--- src/rtl/serial_adder_pkg.sv ---
`default_nettype none
// ============================================================================
//  Module      : serial_adder_pkg
//  Description : Shared types and helpers for the serial adder.
//                - state_t      : control FSM state encoding (IDLE/RUN/DONE)
//                - cnt_width()  : bits needed for a 0..steps-1 step counter
//  Revision    : 1.0 - initial release
// ============================================================================
package serial_adder_pkg;

    typedef enum logic [1:0] {
        IDLE = 2'd0,
        RUN  = 2'd1,
        DONE = 2'd2
    } state_t;

    // Width of a counter that must hold 0..steps-1. The result is never
    // below 1, so a single-step configuration still has a legal counter.
    function automatic int cnt_width(input int steps);
        int w;
        w = 1;
        while ((1 << w) < steps) begin
            w = w + 1;
        end
        return w;
    endfunction

endpackage : serial_adder_pkg
`default_nettype wire

--- src/rtl/serial_adder_digit_adder.sv ---
`default_nettype none
// ============================================================================
//  Module      : digit_adder
//  Description : Combinational DIGIT-bit ripple-carry adder slice.
//  Ports       : x, y  [DIGIT-1:0] in  - operand digits
//                ci               in  - carry in
//                s     [DIGIT-1:0] out - sum digit
//                co               out - carry out of the top bit
//  Revision    : 1.0 - initial release
// ============================================================================
module digit_adder
    import serial_adder_pkg::*;
#(
    parameter int DIGIT = 1
) (
    input  logic [DIGIT-1:0] x,
    input  logic [DIGIT-1:0] y,
    input  logic             ci,
    output logic [DIGIT-1:0] s,
    output logic             co
);

    // w_c[i] is the carry into bit i
    logic [DIGIT:0] w_c;

    assign w_c[0] = ci;

    for (genvar i = 0; i < DIGIT; i++) begin : g_bit
        assign s[i]     = x[i] ^ y[i] ^ w_c[i];
        assign w_c[i+1] = (x[i] & y[i]) | (w_c[i] & (x[i] ^ y[i]));
    end

    assign co = w_c[DIGIT];

endmodule : digit_adder
`default_nettype wire

--- src/rtl/serial_adder.sv ---
`default_nettype none
// ============================================================================
//  Module      : serial_adder
//  Description : Digit-serial adder, sum = a + b + cin (mod 2^WIDTH), DIGIT
//                bits per cycle, LSB digit first, valid/ready on both sides.
//  Parameters  : WIDTH (2..64), DIGIT (must divide WIDTH)
//  Ports       : clk, rst_n (async, active low)
//                in_valid/in_ready, a, b, cin    - operand handshake
//                out_valid/out_ready, sum, cout  - result handshake
//                ovf (only with SERIAL_ADDER_OVF_EN) - signed overflow
//  Options     : `define SERIAL_ADDER_OVF_EN adds the ovf output.
//  Revision    : 1.0 - initial release
// ============================================================================
module serial_adder
    import serial_adder_pkg::*;
#(
    parameter int WIDTH = 8,
    parameter int DIGIT = 1
) (
    input  logic             clk,
    input  logic             rst_n,
    input  logic             in_valid,
    output logic             in_ready,
    input  logic [WIDTH-1:0] a,
    input  logic [WIDTH-1:0] b,
    input  logic             cin,
    output logic             out_valid,
    input  logic             out_ready,
    output logic [WIDTH-1:0] sum,
`ifdef SERIAL_ADDER_OVF_EN
    output logic             ovf,
`endif
    output logic             cout
);

    localparam int STEPS = WIDTH / DIGIT;
    localparam int CW    = cnt_width(STEPS);

    if ((WIDTH < 2) || (WIDTH > 64) || (DIGIT < 1) || ((WIDTH % DIGIT) != 0)) begin : g_param_err
        $error("serial_adder: illegal WIDTH/DIGIT combination");
    end

    state_t           r_state;
    logic [CW-1:0]    r_cnt;
    logic [WIDTH-1:0] r_a;
    logic [WIDTH-1:0] r_b;
    logic             r_carry;
    logic [WIDTH-1:0] r_sum;
    logic             r_cout;
`ifdef SERIAL_ADDER_OVF_EN
    logic             r_ovf;
`endif

    logic [DIGIT-1:0] w_x;
    logic [DIGIT-1:0] w_y;
    logic [DIGIT-1:0] w_s;
    logic             w_co;
    logic             w_last;

    // Select captured digit r_cnt of each operand.
    always_comb begin
        w_x = '0;
        w_y = '0;
        for (int k = 0; k < STEPS; k++) begin
            if (r_cnt == CW'(k)) begin
                w_x = r_a[k*DIGIT +: DIGIT];
                w_y = r_b[k*DIGIT +: DIGIT];
            end
        end
    end

    assign w_last = (r_cnt == CW'(STEPS - 1));

    digit_adder #(
        .DIGIT (DIGIT)
    ) u_digit_adder (
        .x  (w_x),
        .y  (w_y),
        .ci (r_carry),
        .s  (w_s),
        .co (w_co)
    );

    always_ff @(posedge clk or negedge rst_n) begin
        if (!rst_n) begin
            r_state <= IDLE;
            r_cnt   <= '0;
            r_a     <= '0;
            r_b     <= '0;
            r_carry <= 1'b0;
            r_sum   <= '0;
            r_cout  <= 1'b0;
`ifdef SERIAL_ADDER_OVF_EN
            r_ovf   <= 1'b0;
`endif
        end else begin
            case (r_state)
                IDLE: begin
                    if (in_valid) begin
                        r_a     <= a;
                        r_b     <= b;
                        r_carry <= cin;
                        r_cnt   <= '0;
                        r_state <= RUN;
                    end
                end
                RUN: begin
                    for (int k = 0; k < STEPS; k++) begin
                        if (r_cnt == CW'(k)) begin
                            r_sum[k*DIGIT +: DIGIT] <= w_s;
                        end
                    end
                    r_carry <= w_co;
                    r_cnt   <= r_cnt + CW'(1);
                    if (w_last) begin
                        r_cout  <= w_co;
`ifdef SERIAL_ADDER_OVF_EN
                        // Equal operand signs with a differing result sign is
                        // exactly carry-into-MSB XOR carry-out-of-MSB.
                        r_ovf   <= (r_a[WIDTH-1] == r_b[WIDTH-1]) &&
                                   (w_s[DIGIT-1] != r_a[WIDTH-1]);
`endif
                        r_state <= DONE;
                    end
                end
                DONE: begin
                    if (out_ready) begin
                        r_state <= IDLE;
                    end
                end
                default: begin
                    r_state <= IDLE;
                end
            endcase
        end
    end

    assign in_ready  = (r_state == IDLE);
    assign out_valid = (r_state == DONE);
    assign sum       = r_sum;
    assign cout      = r_cout;
`ifdef SERIAL_ADDER_OVF_EN
    assign ovf       = r_ovf;
`endif

endmodule : serial_adder
`default_nettype wire

--- config.mk ---
export PLATFORM = sky130hd
export DESIGN_NAME = serial_adder
export DESIGN_NICKNAME = d
export VERILOG_FILES = /design/src/rtl/serial_adder_pkg.sv /design/src/rtl/serial_adder_digit_adder.sv /design/src/rtl/serial_adder.sv
export SDC_FILE = /design/constraint.sdc
export NUM_CORES = 1
export LEC_CHECK = 0
export ABC_AREA = 1
export CAP_MARGIN = 0
export CORE_ASPECT_RATIO = 1.25
export CORE_UTILIZATION = 45
export CTS_CLUSTER_DIAMETER = 100
export DETAILED_ROUTE_END_ITERATION = 6
export GPL_TIMING_DRIVEN = 0
export HOLD_SLACK_MARGIN = 0.02
export PLACE_DENSITY_LB_ADDON = 0.25
export SLEW_MARGIN = 15
export SYNTH_ARGS = -nofsm -noshare
export SYNTH_HDL_FRONTEND = slang
export SYNTH_HIERARCHICAL = 1
export SYNTH_SLANG_ARGS = --single-unit
--- constraint.sdc ---
create_clock -name clk -period 6.25 [get_ports clk]
set_clock_uncertainty 0.15 [all_clocks]
set_input_delay 0.625 -clock clk [delete_from_list [all_inputs] [get_ports clk]]
set_output_delay 0.625 -clock clk [all_outputs]
set_load 0.1 [all_outputs]
==> summary.md, run 1 <==
| Metric | Value |
|---|---|
| Top cell type by total area after synthesis | dfrtp_1 |
| Ports | 32 |
| Bufs on Longest Clock Path | 2 |
| TritonCTS clock tree | built |
| Final Max Tran Viols | 0 |
| Vias in the first global route | ~1,200 |
| Number of iterations in the first detailed-routing pass | 4 |
| Post-synthesis cell area | 1580 µm² |
| Total of max-cap violations | 0 |
| Worst min-delay path category | in2async |
| Post-CTS setup buffer count | 0 |
| Synth async-reset ratio | 100% |
| Average cell area after synthesis | 8.08 µm² |
| Fillcell total | 305 |
| Die width | 55.1 µm |
| Number of buffers created by CTS | 5 |
| Cell count after synthesis | 196 |
| Measured slew at the worst slew-check pin | 0.962 ns |
| Crit share post-route | a little under half |
| Vias per std cell | roughly 4.7 |
| Launching element type of the critical path | register |
| Count leader, synth | nand2_1 |
| Quantity of I/O buffers inserted on ports | 31 |
| Area post-placement | around 1900 µm² |
| DRC violations left | 0 |
| Starting density of the core | 48.3% |
| CTS HTree Levels | 2 |
| N_diodes | 0 |
| Initial drt markers | 25 |
| Post-synth net total | 224 |
| Cell types occupying the most area after synthesis | dfrtp_1, nand2_1, inv_1, ha_1, o21ai_0 |
| Hold-fix buffer count after cts | 0 |
| Most frequent cells after synthesis | nand2_1, dfrtp_1, inv_1, nor2_1, o21ai_0 |
| Type of destination of the critical path | output port |
| Placer's final routability congestion estimate | 0.889 |
| Worst path arrival time | 2.06 ns |
| Final Instance Area | 2050 µm² |
| Antenna violations before repair | 0 |
| Cell at the root of the clock tree | clkbuf_8 |
| Largest net degree at the start of global routing | 32 |
| Critical Path Fanout Max | 3 |
| Post-synthesis sequential element count | 31 |
| RSZ-0062 raised after global routing | no |
| Count of flip-flops with a built-in enable after synthesis | 0 |
| Area share of the leading cell type in the synthesized netlist | roughly 49% |
| Final Hold Viols | 0 |
| Final antenna-violating net count | 0 |
| Synth Warn # | 6 |
| CTS sink count | 31 |
| CTS-repair resized insts | 0 |
| Sum of net half-perimeters after detailed placement | 2.11 mm |
| Overflow after GRT | 0 |
| Max Clk Rate | between 0.3 and 0.4 GHz |
| Fraction of final layout cells with drive strength greater than 1 | 8.94% |
| Final min period | 2.83 ns |
| Area of the die | 3760 µm² |
| Final number of setup-violating endpoints | 0 |
| Wire length of the first global-routing pass | 5.11 mm |
| Core footprint | between 3000 and 4000 µm² |
| Final Net Count | 262 |
| Total global-route track usage | 19.6% |
| Routed WL per cell | 10.4 µm |
| Via count of the routed design | 1,272 |
| Insertion delay to the later sink of the worst-skew pair | 0.29 ns |
| Cell Rows | 23 |
| Die height | 68.3 µm |
| Clock slew seen by the registers of the worst setup and hold paths | 0.06 ns |
| Post-synthesis to final-layout area growth | 29.6% |
| Data required time at the worst endpoint | 5.47 ns |
| Sequential-to-total area share from yosys stat | 49.0% |
| Dominant register cell in the synthesized netlist | dfrtp_1 |
| Status | finished, final reports clean |
| Headroom to the max-slew limit | around 36% |
| Path type of the worst setup path | reg2out |
| Final wirelength | 2.82 mm |
| Distinct cell type count of the synthesized netlist | 21 |
| Setup TNS after final layout | 0 ns |
layout by cell type (no fill, tap or decap), types with 3 or more instances in the layout:
| cell | netlist | routed |
|---|---|---|
| buf_6 | 4 | 4 |
| clkbuf_8 | 0 | 6 |
| nand3_1 | 8 | 8 |
| nand2_1 | 83 | 83 |
| o21ai_0 | 11 | 11 |
| clkdlybuf4s50_1 | 0 | 30 |
| ha_1 | 6 | 6 |
| nor2_1 | 11 | 11 |
| a21oi_1 | 3 | 3 |
| a31oi_1 | 3 | 3 |
| dfrtp_1 | 31 | 31 |
| inv_1 | 22 | 22 |
sequential cells by signal, summed over array words and instances, names as in the netlist:
register and flops:
sum 8, r_b 8, r_state 2, r_cnt 3
cout 1, r_a 8, r_carry 1
critical path, stage by stage (launching register included):
cell and delay, ns:
dfrtp_1 0.43, nor2_2 0.19, clkdlybuf4s50_1 1.15
stage by stage:
| stage | instances | hold slack [ns] | utilization [%] | worst slack (ns) |
|---|---|---|---|---|
| 2_1_floorplan | 196 | 0.179 | - | 3.76 |
| 3_3_place_gp | 264 | 0.317 | 59.2 | 3.72 |
| 3_5_place_dp | 264 | 0.317 | 59.0 | 3.72 |
| 4_1_cts | 272 | 0.240 | 62.6 | 3.40 |
| 5_1_grt | 272 | 0.264 | 62.6 | 3.36 |
| 6_report | 272 | 0.216 | 62.6 | 3.42 |
final cells by class:
class / count / area (µm²) / share of cell area (%)
well taps: 37 / 46.3 / 2.25
repair buffers: 31 / 305 / 14.9
inverters: 24 / 90.1 / 4.39
multi-input cells: 136 / 668 / 32.5
flip-flops and latches: 31 / 776 / 37.8
plain buffers: 5 / 50.0 / 2.44
clock inverters: 2 / 35.0 / 1.71
clock buffers: 6 / 82.6 / 4.02
kinds of logic after synthesis:
group,share of synthesized area [%]
fa+ha+maj,6.00
compound gates,7.58
buf+inv,8.85
simple gates,28.6
flops,49.0
path summary, 6_finish.rpt:
path / cells past startpoint / slack (ns) / endpoint / startpoint
setup / recovery: 2 / 3.42 / in_ready / r_state[1]
hold / removal: 1 / 0.22 / r_a[2] / rst_n
setup reg to reg: 16 / 3.78 / sum[1] / r_cnt[0]
hold reg to reg: 2 / 0.33 / r_a[5] / r_a[5]
max in group asynchronous: 1 / 5.31 / r_a[4] / rst_n
min in group clk: 2 / 0.33 / r_a[5] / r_a[5]
layer usage:
layer  up-vias  GRT usage [%]  part of all wire, %
li1        682              -                    -
met2        37           32.4                   49
met1       546           22.6                   44
met5         -              0                    0
met4         0           10.3                  2.5
met3         7           5.33                  4.4
Power of run 1 is not shown: default switching activity piles up to over one toggle a cycle in this logic, so the estimate is an artifact.
==> run 2, diff against run 1 <==
==> constraint.sdc (replaced) <==
create_clock -name clk -period 2.8 [get_ports clk]
set_clock_uncertainty 0.15 [all_clocks]
set_input_delay 0.28 -clock clk [delete_from_list [all_inputs] [get_ports clk]]
set_output_delay 0.28 -clock clk [all_outputs]
set_load 0.1 [all_outputs]
==> summary.md, run 2 (synthesis gave the netlist of run 1 again) <==
| Metric | Value |
|---|---|
| Reg2Reg Launch Point | r_cnt[0] (unchanged) |
| Starting density of the core | 48.3% (unchanged) |
| Maximum single-stage delay on the critical path | 1.15 ns (about the same) |
| N_diodes | 0 (unchanged) |
| Sum of buffers and inverters on the critical path | 1 (unchanged) |
| Final number of setup-violating endpoints | 0 (unchanged) |
| Cell at the root of the clock tree | clkbuf_8 (unchanged) |
| Type of destination of the critical path | output port (unchanged) |
| Final wirelength | 2.83 mm (was 2.82 mm) |
| Cell Rows | 23 (unchanged) |
| Largest net degree at the start of global routing | 32 (unchanged) |
| Final min period | ~2.5 ns |
| Critical Path Fanout Max | 3 (unchanged) |
| Crit. Startpoint | r_state[1] (unchanged) |
| Overflow after GRT | 0 (unchanged) |
| Post-CTS setup buffer count | 0 (unchanged) |
| Vias in the first global route | 1,215 (unchanged) |
| Sum of net half-perimeters after detailed placement | 2.11 mm (unchanged) |
| RSZ-0062 raised after global routing | no (unchanged) |
| Fillcell total | 304 (was 305) |
| DRC violations left | 0 (unchanged) |
| Status | finished, final reports clean (unchanged) |
| Ports | 32 (unchanged) |
| Launching element type of the critical path | register (unchanged) |
| Final core area utilization | 62.9% (was 62.6%) |
| Worst min-delay path category | reg2reg (was in2async) |
| Highest-delay cell along the critical path | clkdlybuf4s50_1 (unchanged) |
| Total of max-cap violations | 0 (unchanged) |
| Total global-route track usage | 19.6% (unchanged) |
| Initial drt markers | 22 (was 25) |
| Headroom to the max-slew limit | 35.7% (unchanged) |
| Fraction of final layout cells with drive strength greater than 1 | 8.90% (was 8.94%) |
| Routed WL per cell | 10.3 µm (was 10.4 µm) |
| Startpoint of the lowest-slack hold path | r_a[5] |
| Crit share post-route | 88.8% |
| Clock slew seen by the registers of the worst setup and hold paths | 0.07 ns (was 0.06 ns) |
| Cell-by-cell trace of the critical path | nor2_2 > clkdlybuf4s50_1 (unchanged) |
| Bufs on Longest Clock Path | 2 (unchanged) |
| Final Net Count | 263 (was 262) |
| Highest-count cells in the layout ignoring fill and taps | nand2_1, dfrtp_1, clkdlybuf4s50_1 (unchanged) |
| Final-layout worst hold slack | 0.332 ns (was 0.216 ns) |
| Number of iterations in the first detailed-routing pass | 4 (unchanged) |
| CTS HTree Levels | 2 (unchanged) |
| Via count of the routed design | 1,272 (unchanged) |
| Die width | 55.1 µm (unchanged) |
| Post-synthesis to final-layout area growth | 30.3% (was 29.6%) |
| Measured slew at the worst slew-check pin | 0.962 ns (unchanged) |
| Final Max Tran Viols | 0 (unchanged) |
| TritonCTS clock tree | built (unchanged) |
| Family of cells with the greatest summed delay on the critical path | buffers and inverters (unchanged) |
| Placer's final routability congestion estimate | 0.889 (unchanged) |
| Commonest non-fill, non-tap cell in the layout | nand2_1 (unchanged) |
| Max Clk Rate | approximately 0.40 GHz |
| Wire length of the first global-routing pass | 5.11 mm (unchanged) |
| Path type of the worst setup path | reg2out (unchanged) |
| CTS sink count | 31 (unchanged) |
| Worst path arrival time | 2.06 ns (about the same) |
| Final antenna-violating net count | 0 (unchanged) |
| Area of the die | 3760 µm² (unchanged) |
| Setup TNS after final layout | 0 ns (unchanged) |
| Quantity of I/O buffers inserted on ports | 31 (unchanged) |
| Vias per std cell | 4.66 (was 4.68) |
| Final Hold Viols | 0 (unchanged) |
| Number of buffers created by CTS | 5 (unchanged) |
| Die height | 68.3 µm (unchanged) |
| Data required time at the worst endpoint | 2.37 ns (was 5.47 ns) |
| Core footprint | 3280 µm² (unchanged) |
| Antenna violations before repair | 0 (unchanged) |
| Insertion delay to the later sink of the worst-skew pair | 0.29 ns (about the same) |
## run 2: changes by cell type in the layout (fill, tap and decap cells not counted)
cell / delta
dlygate4sd3_1: +1
## run 2: path summary, 6_finish.rpt
| path | end | depth (start not counted) | slack (ns) |
|---|---|---|---|
| max | in_ready | 2 | 0.31 |
| min in group asynchronous | r_a[2] | 2 | 0.41 |
| min reg2reg | r_a[5] | 2 | 0.33 |
| max in group asynchronous | r_a[4] | 2 | 1.67 |
| min | r_a[5] | 2 | 0.33 |
| max reg2reg | sum[1] | 16 | 0.33 |
## run 2: worst register-to-register path, cell delays in order, from the launching register on
cell	delay, ns
dfrtp_1	0.40
inv_1	0.13
ha_1	0.21
inv_1	0.11
nor2_8	0.11
nand2_1	0.05
nand2_1	0.05
inv_1	0.04
nand2_1	0.05
nand2_1	0.04
nand2_1	0.05
nand2_1	0.05
nand2_1	0.05
nand2_1	0.06
fa_1	0.53
inv_1	0.11
o21ai_0	0.19
## run 2: repair_timing
item	in CTS	in global routing
hold endpoints to repair	31	0
hold buffers	1	0
resized for setup	0	0
## run 2: layout make-up
type / count / area (µm²) / area share [%]
multi-input combinational: 136 / 668 / 32.4
timing repair buffer: 32 / 315 / 15.3
inverter: 24 / 90.1 / 4.37
buffer: 5 / 50.0 / 2.43
sequential: 31 / 776 / 37.6
tap: 37 / 46.3 / 2.24
clock buffer: 6 / 82.6 / 4.00
clock inverter: 2 / 35.0 / 1.70
## run 2: per-stage QoR
stage | area [µm²] | setup WS, ns | cells
2_1_floorplan | 1580 | 0.561 | 196
3_5_place_dp | 1940 | 0.339 | 264
6_report | 2060 | 0.314 | 273
3_3_place_gp | 1940 | 0.349 | 264
4_1_cts | 2060 | 0.297 | 273
5_1_grt | 2060 | 0.0549 | 273
## run 2: routing by layer
metal / vias up / track usage (%) / share of wire (%)
met2: 35 / 32.4 / 49
li1: 684 / - / -
met5: - / 0 / 0
met1: 546 / 22.6 / 44
met4: 0 / 10.3 / 2.5
met3: 7 / 5.33 / 4.2
Power of run 2 is left out for the same reason.
